===== src/rtl/lutnet_pkg.sv =====
// Shared types and sizing helpers for the programmable LUT neuron.
// Used by lut_neuron_prog and lut_neuron_mem (LUT_READBACK_EN build option lives in those files).
package lutnet_pkg;

  typedef enum logic [1:0] {
    EMPTY = 2'd0,
    LOAD  = 2'd1,
    READY = 2'd2
  } lut_state_e;

  function automatic int tbl_bits(input int in_bits, input int out_bits);
    return (1 << in_bits) * out_bits;
  endfunction

  function automatic int nwords(input int in_bits, input int out_bits, input int word_w);
    return tbl_bits(in_bits, out_bits) / word_w;
  endfunction

  // Never return zero so single-word tables still get a 1-bit index.
  function automatic int widx_w(input int n);
    return (n <= 1) ? 1 : $clog2(n);
  endfunction

endpackage


===== src/rtl/lut_neuron_mem.sv =====
// Truth-table storage: word-wide synchronous write, registered entry lookup.
// With LUT_READBACK_EN defined an extra combinational word read port is exposed.
module lut_neuron_mem
  import lutnet_pkg::*;
#(
  parameter int IN_BITS  = 8,
  parameter int OUT_BITS = 1,
  parameter int WORD_W   = 32,
  localparam int NW      = nwords(IN_BITS, OUT_BITS, WORD_W),
  localparam int AW      = widx_w(NW)
) (
  input  logic                clk,
  input  logic                rst_n,
  input  logic                we_i,
  input  logic [AW-1:0]       waddr_i,
  input  logic [WORD_W-1:0]   wdata_i,
  input  logic                re_i,
  input  logic [IN_BITS-1:0]  raddr_i,
`ifdef LUT_READBACK_EN
  input  logic [AW-1:0]       rb_addr_i,
  output logic [WORD_W-1:0]   rb_word_o,
`endif
  output logic [OUT_BITS-1:0] rdata_o
);

  localparam int TBL = tbl_bits(IN_BITS, OUT_BITS);

  logic [WORD_W-1:0]   mem_q [NW];
  logic [TBL-1:0]      tbl_s;
  logic [OUT_BITS-1:0] rdata_q;

  // Flatten words so an entry may be sliced regardless of word boundaries.
  always_comb begin
    tbl_s = '0;
    for (int k = 0; k < NW; k++) begin
      tbl_s[k*WORD_W +: WORD_W] = mem_q[k];
    end
  end

  // Table contents are deliberately left out of reset.
  always_ff @(posedge clk) begin
    if (we_i) begin
      mem_q[waddr_i] <= wdata_i;
    end
  end

  // Registered lookup; holds its value between requests.
  always_ff @(posedge clk or negedge rst_n) begin
    if (!rst_n) begin
      rdata_q <= '0;
    end else if (re_i) begin
      rdata_q <= tbl_s[int'(raddr_i)*OUT_BITS +: OUT_BITS];
    end
  end

  assign rdata_o = rdata_q;

`ifdef LUT_READBACK_EN
  assign rb_word_o = mem_q[rb_addr_i];
`endif

endmodule


===== src/rtl/lut_neuron_prog.sv =====
// Runtime-programmable LUT neuron: streamed table loader plus 1-cycle lookup.
// Define LUT_READBACK_EN to add the rb_* word readback stream.
module lut_neuron_prog
  import lutnet_pkg::*;
#(
  parameter int IN_BITS  = 8,
  parameter int OUT_BITS = 1,
  parameter int WORD_W   = 32
) (
  input  logic                clk,
  input  logic                rst_n,
  input  logic                cfg_valid,
  output logic                cfg_ready,
  input  logic [WORD_W-1:0]   cfg_data,
  input  logic                cfg_last,
  output logic                cfg_err,
  output logic                loaded,
  input  logic                lk_valid,
  output logic                lk_ready,
  input  logic [IN_BITS-1:0]  lk_addr,
  output logic                out_valid,
`ifdef LUT_READBACK_EN
  input  logic                rb_req,
  output logic                rb_valid,
  input  logic                rb_ready,
  output logic [WORD_W-1:0]   rb_data,
  output logic                rb_last,
`endif
  output logic [OUT_BITS-1:0] out_data
);

  localparam int NW = nwords(IN_BITS, OUT_BITS, WORD_W);
  localparam int CW = widx_w(NW);
  localparam logic [CW-1:0] LAST_IDX = CW'(NW - 1);

  lut_state_e  state_q;
  logic [CW-1:0] cnt_q;
  logic        cfg_err_q;
  logic        out_valid_q;
  logic        cfg_fire_s;
  logic        lk_fire_s;
  logic        at_last_s;

  assign cfg_fire_s = cfg_valid && cfg_ready;
  assign at_last_s  = (cnt_q == LAST_IDX);
  assign loaded     = (state_q == READY);
  assign lk_ready   = loaded;
  assign lk_fire_s  = lk_valid && lk_ready;
  assign cfg_err    = cfg_err_q;
  assign out_valid  = out_valid_q;

  // Loader FSM: any accepted word is written at the counter, then framing decides the next state.
  always_ff @(posedge clk or negedge rst_n) begin
    if (!rst_n) begin
      state_q   <= EMPTY;
      cnt_q     <= '0;
      cfg_err_q <= 1'b0;
    end else begin
      cfg_err_q <= 1'b0;
      case (state_q)
        EMPTY, LOAD, READY: begin
          if (cfg_fire_s) begin
            if (at_last_s && cfg_last) begin
              state_q <= READY;
              cnt_q   <= '0;
            end else if (at_last_s != cfg_last) begin
              state_q   <= EMPTY;
              cnt_q     <= '0;
              cfg_err_q <= 1'b1;
            end else begin
              state_q <= LOAD;
              cnt_q   <= cnt_q + CW'(1);
            end
          end
        end
        default: begin
          state_q <= EMPTY;
          cnt_q   <= '0;
        end
      endcase
    end
  end

  // Lookup result strobe; no backpressure on the result side.
  always_ff @(posedge clk or negedge rst_n) begin
    if (!rst_n) begin
      out_valid_q <= 1'b0;
    end else begin
      out_valid_q <= lk_fire_s;
    end
  end

`ifdef LUT_READBACK_EN
  logic              rb_valid_q;
  logic              rb_last_q;
  logic [CW-1:0]     rb_idx_q;
  logic [WORD_W-1:0] rb_data_q;
  logic [WORD_W-1:0] rb_word_s;
  logic              rb_start_s;
  logic              rb_adv_s;

  // A reload word arriving alongside rb_req wins; the request is ignored.
  assign rb_start_s = rb_req && (state_q == READY) && !rb_valid_q && !cfg_fire_s;
  assign rb_adv_s   = rb_valid_q && rb_ready && !rb_last_q;
  assign cfg_ready  = !rb_valid_q;
  assign rb_valid   = rb_valid_q;
  assign rb_last    = rb_last_q;
  assign rb_data    = rb_data_q;

  // rb_idx_q always points at the next word to present; it rests at zero when idle.
  always_ff @(posedge clk or negedge rst_n) begin
    if (!rst_n) begin
      rb_valid_q <= 1'b0;
      rb_last_q  <= 1'b0;
      rb_idx_q   <= '0;
      rb_data_q  <= '0;
    end else if (rb_start_s || rb_adv_s) begin
      rb_valid_q <= 1'b1;
      rb_data_q  <= rb_word_s;
      rb_last_q  <= (rb_idx_q == LAST_IDX);
      rb_idx_q   <= (rb_idx_q == LAST_IDX) ? '0 : rb_idx_q + CW'(1);
    end else if (rb_valid_q && rb_ready) begin
      rb_valid_q <= 1'b0;
      rb_last_q  <= 1'b0;
    end else begin
      rb_valid_q <= rb_valid_q;
    end
  end
`else
  assign cfg_ready = 1'b1;
`endif

  lut_neuron_mem #(
    .IN_BITS (IN_BITS),
    .OUT_BITS(OUT_BITS),
    .WORD_W  (WORD_W)
  ) u_mem (
    .clk      (clk),
    .rst_n    (rst_n),
    .we_i     (cfg_fire_s),
    .waddr_i  (cnt_q),
    .wdata_i  (cfg_data),
    .re_i     (lk_fire_s),
    .raddr_i  (lk_addr),
`ifdef LUT_READBACK_EN
    .rb_addr_i(rb_idx_q),
    .rb_word_o(rb_word_s),
`endif
    .rdata_o  (out_data)
  );

endmodule

===== config.mk =====
export PLATFORM = sky130hd
export DESIGN_NAME = lut_neuron_prog
export DESIGN_NICKNAME = d
export VERILOG_FILES = /design/src/rtl/lutnet_pkg.sv /design/src/rtl/lut_neuron_mem.sv /design/src/rtl/lut_neuron_prog.sv
export SDC_FILE = /design/constraint.sdc
export NUM_CORES = 1
export LEC_CHECK = 0
export CAP_MARGIN = 5
export CORE_MARGIN = 2
export CORE_UTILIZATION = 40
export DETAILED_ROUTE_END_ITERATION = 8
export PLACE_DENSITY_LB_ADDON = 0.3
export SYNTH_ARGS = -nofsm -noshare
export SYNTH_HDL_FRONTEND = slang
export SYNTH_SLANG_ARGS = --single-unit

===== constraint.sdc =====
create_clock -name clk -period 10.2 [get_ports clk]
set_input_delay 2.55 -clock clk [delete_from_list [all_inputs] [get_ports clk]]
set_output_delay 2.55 -clock clk [all_outputs]
set_load 0.005 [all_outputs]

==> flow_metrics.env <==
export IMPL_layout_min_cycle_time_ns=4.93
export IMPL_path_buf_inv=2
export IMPL_grt_max_degree=62
export IMPL_worstPathArrival_ns=5.34
export IMPL_grt_total_usage=0.174
export IMPL_yosysSeqAreaShare=0.759
export IMPL_leakagePower_nw=3.89
export IMPL_cts_setup_buffers=0
export IMPL_numClockSinks=264
export IMPL_finalCritPeriodShare=0.484
export IMPL_cts_tree="yes"
export IMPL_stdcell_area_um2=12100
export IMPL_met1_usage=0.258
export IMPL_grt_busiest_layer="met2"
export IMPL_synth_cell_types=46
export IMPL_fin_ws_ns=5.27
export IMPL_cts_hold_buf=0
export IMPL_wl_per_cell_um=25.1
export IMPL_slew_violations=0
export IMPL_io_buffers=49
export IMPL_grt_overflow_total=0
export IMPL_layout_nets=618
export IMPL_slew_headroom=0.259
export IMPL_utilization=0.479
export IMPL_hold_depth=2
export IMPL_antenna_found_initial=0
export IMPL_drt_total_wl_mm=23.1
export IMPL_drt_vias_per_instance=5.71
export IMPL_p_total_mw=2.41
export IMPL_fin_tns_setup_ns=0
export IMPL_dp_cells=870
export IMPL_start_util=0.410
export IMPL_cp_start_kind="input pin"
export IMPL_die_w_um=165
export IMPL_hold_path_class="reg -> reg"
export IMPL_rr_endpoint="u_mem.rdata_o"
export IMPL_place_area_um2=11200
export IMPL_grt_pass1_vias=5249
export IMPL_crit_type="in -> reg"
export IMPL_worstPathCellList="buf_4 > buf_4 > mux4_1 > mux4_2 > or4_1 > o211ai_2 > a211o_1 > o311ai_1"
export IMPL_core_um2=25300
export IMPL_hold_slack_ns=0.548
export IMPL_tightest_slew_ns=1.11
export IMPL_reg2reg_depth=6
export IMPL_drv_cap=0
export IMPL_cts_buffers_inserted=27
export IMPL_fin_skew_ns=0.0160
export IMPL_setup_violations_final=0
export IMPL_drt_iter0_markers=713
export IMPL_hold_viol=0
export IMPL_row_count=58
export IMPL_cts_resized=0
export IMPL_gp_congestion=0.890
export IMPL_syn_nets=560
export IMPL_met2_usage=0.276
export IMPL_diodes=0
export IMPL_clkTransAtPathRegs_ns=0.06
export IMPL_fmax_mhz=203
export IMPL_drive_gt1_frac=0.198
export IMPL_fill_cells=2076
export IMPL_die_area_um2=27300
export IMPL_ys_flop_type="edfxtp_1"
export IMPL_root_buffer="clkbuf_16"
export IMPL_cp_slowest_cell="buf_4"
export IMPL_worstPathMaxFanout=57
export IMPL_die_h_um=165
export IMPL_vdd_drop_max_v=0.000127
export IMPL_hold_end="state_q[0]"
export IMPL_grt_pass1_wl_mm=34.3
export IMPL_synth_edf_count=256
export IMPL_h_tree_depth=1
export IMPL_mostFrequentLayoutCells="256 x edfxtp_1, 48 x mux4_2, 47 x clkdlybuf4s50_1"
export IMPL_crit_family="multiplexers"
export IMPL_synth_seq_cells=264
export IMPL_yosys_warnings=0
export IMPL_ios=51
export IMPL_final_common_cell="edfxtp_1"
export IMPL_netlist_area_um2=10400
export IMPL_power_density_nw_per_um2=198
export IMPL_dpl_hpwl_mm=14.5
export IMPL_cp_required_ns=10.60
export IMPL_use_met3=0.0292
export IMPL_synth_avg_cell_area_um2=20.3
export IMPL_first_pass_iters=5
export IMPL_rsz0062_at_grt="no"
export IMPL_clock_latency_ns=0.54
export IMPL_async_flop_share=0.0303
export IMPL_ant_nets=0
export IMPL_rr_startpoint="u_mem.mem_q[4][17]"
export IMPL_cp_common_cell="buf_4"
export IMPL_cp_end_kind="flop"
export IMPL_synthCells=511
export IMPL_min_from="state_q[0]"
export IMPL_remaining_drc_errors=0
export IMPL_via_count=5251
export IMPL_max_stage_delay_ns=0.81
export IMPL_cts_buffer_depth=3
export IMPL_reg2reg_slack_ns=8.05
export IMPL_stdcell_count=920
export IMPL_outcome="finished, final reports clean"
export IMPL_preCtsSetupSlack_ns=4.65
export IMPL_syn_to_final_growth_pct=16.8
## worst max path at each step
stage / startpoint / cells past startpoint / endpoint
after global placement: lk_addr[0] / 8 / u_mem.rdata_o
after detailed placement: lk_addr[0] / 8 / u_mem.rdata_o
after global routing: lk_addr[0] / 8 / u_mem.rdata_o
final: lk_addr[0] / 8 / u_mem.rdata_o
after floorplan: cfg_valid / 3 / u_mem.mem_q[2][0]
after CTS: lk_addr[0] / 8 / u_mem.rdata_o
## flip-flops by register name, indices dropped and copies added, names as in the netlist
register       count
u_mem.mem_q      256
u_mem.rdata_o      1
cnt_q              3
out_valid          1
cfg_err            1
state_q            2
## cell families after synthesis
logic type                 Yosys count  synth area share
DFF                                264             0.759
muxes                               81             0.143
and+or+nand+nor                     77            0.0376
AOI/OAI and AO/OA                   52            0.0377
buffers and inverters               32            0.0173
adders and majority gates            4           0.00482
other                                1          0.000361
## layer usage
layer  routed length, µm  vias up
met4                 420        0
met5                   0        -
li1                    -     2241
met3                1610       38
met1               10200     2769
met2               10900      203
## report_power, final
group | switching [mW] | total (mW) | internal [mW]
clock network | 0.399 | 1.00 | 0.602
registers | 0.0104 | 1.25 | 1.23
logic | 0.0979 | 0.160 | 0.0621
total | 0.507 | 2.41 | 1.90
## worst reg2reg max path, delay by kind of cell (launching register included)
family	cells	cell delay, ns
simple gates	1	0.42
compound gates	3	0.30
mux	2	0.95
flops	1	0.37
## layout make-up
type,count,area (µm²),area share
flip-flops and latches,264,7890,0.650
multi-input cells,215,2380,0.196
clock buffers,34,722,0.0595
repair buffers,55,531,0.0437
well taps,330,413,0.0340
clock inverters,16,184,0.0152
inverters,6,22.5,0.00186
## synth_stat cells, types with 5 or more instances
library cell / number / area, µm²
a22oi_1: 14 / 105
buf_4: 7 / 52.6
inv_1: 5 / 18.8
nor2b_1: 11 / 68.8
buf_2: 8 / 40.0
nor2_1: 13 / 48.8
mux2i_1: 18 / 180
nand3_1: 8 / 40.0
a21oi_1: 5 / 25.0
nor3_1: 5 / 25.0
dfrtp_1: 8 / 200
mux2_2: 11 / 124
nand2b_1: 8 / 50.1
edfxtp_1: 256 / 7690
clkbuf_1: 9 / 33.8
nand2_1: 19 / 71.3
mux4_2: 48 / 1080
Power figures use the tool's default switching activity.
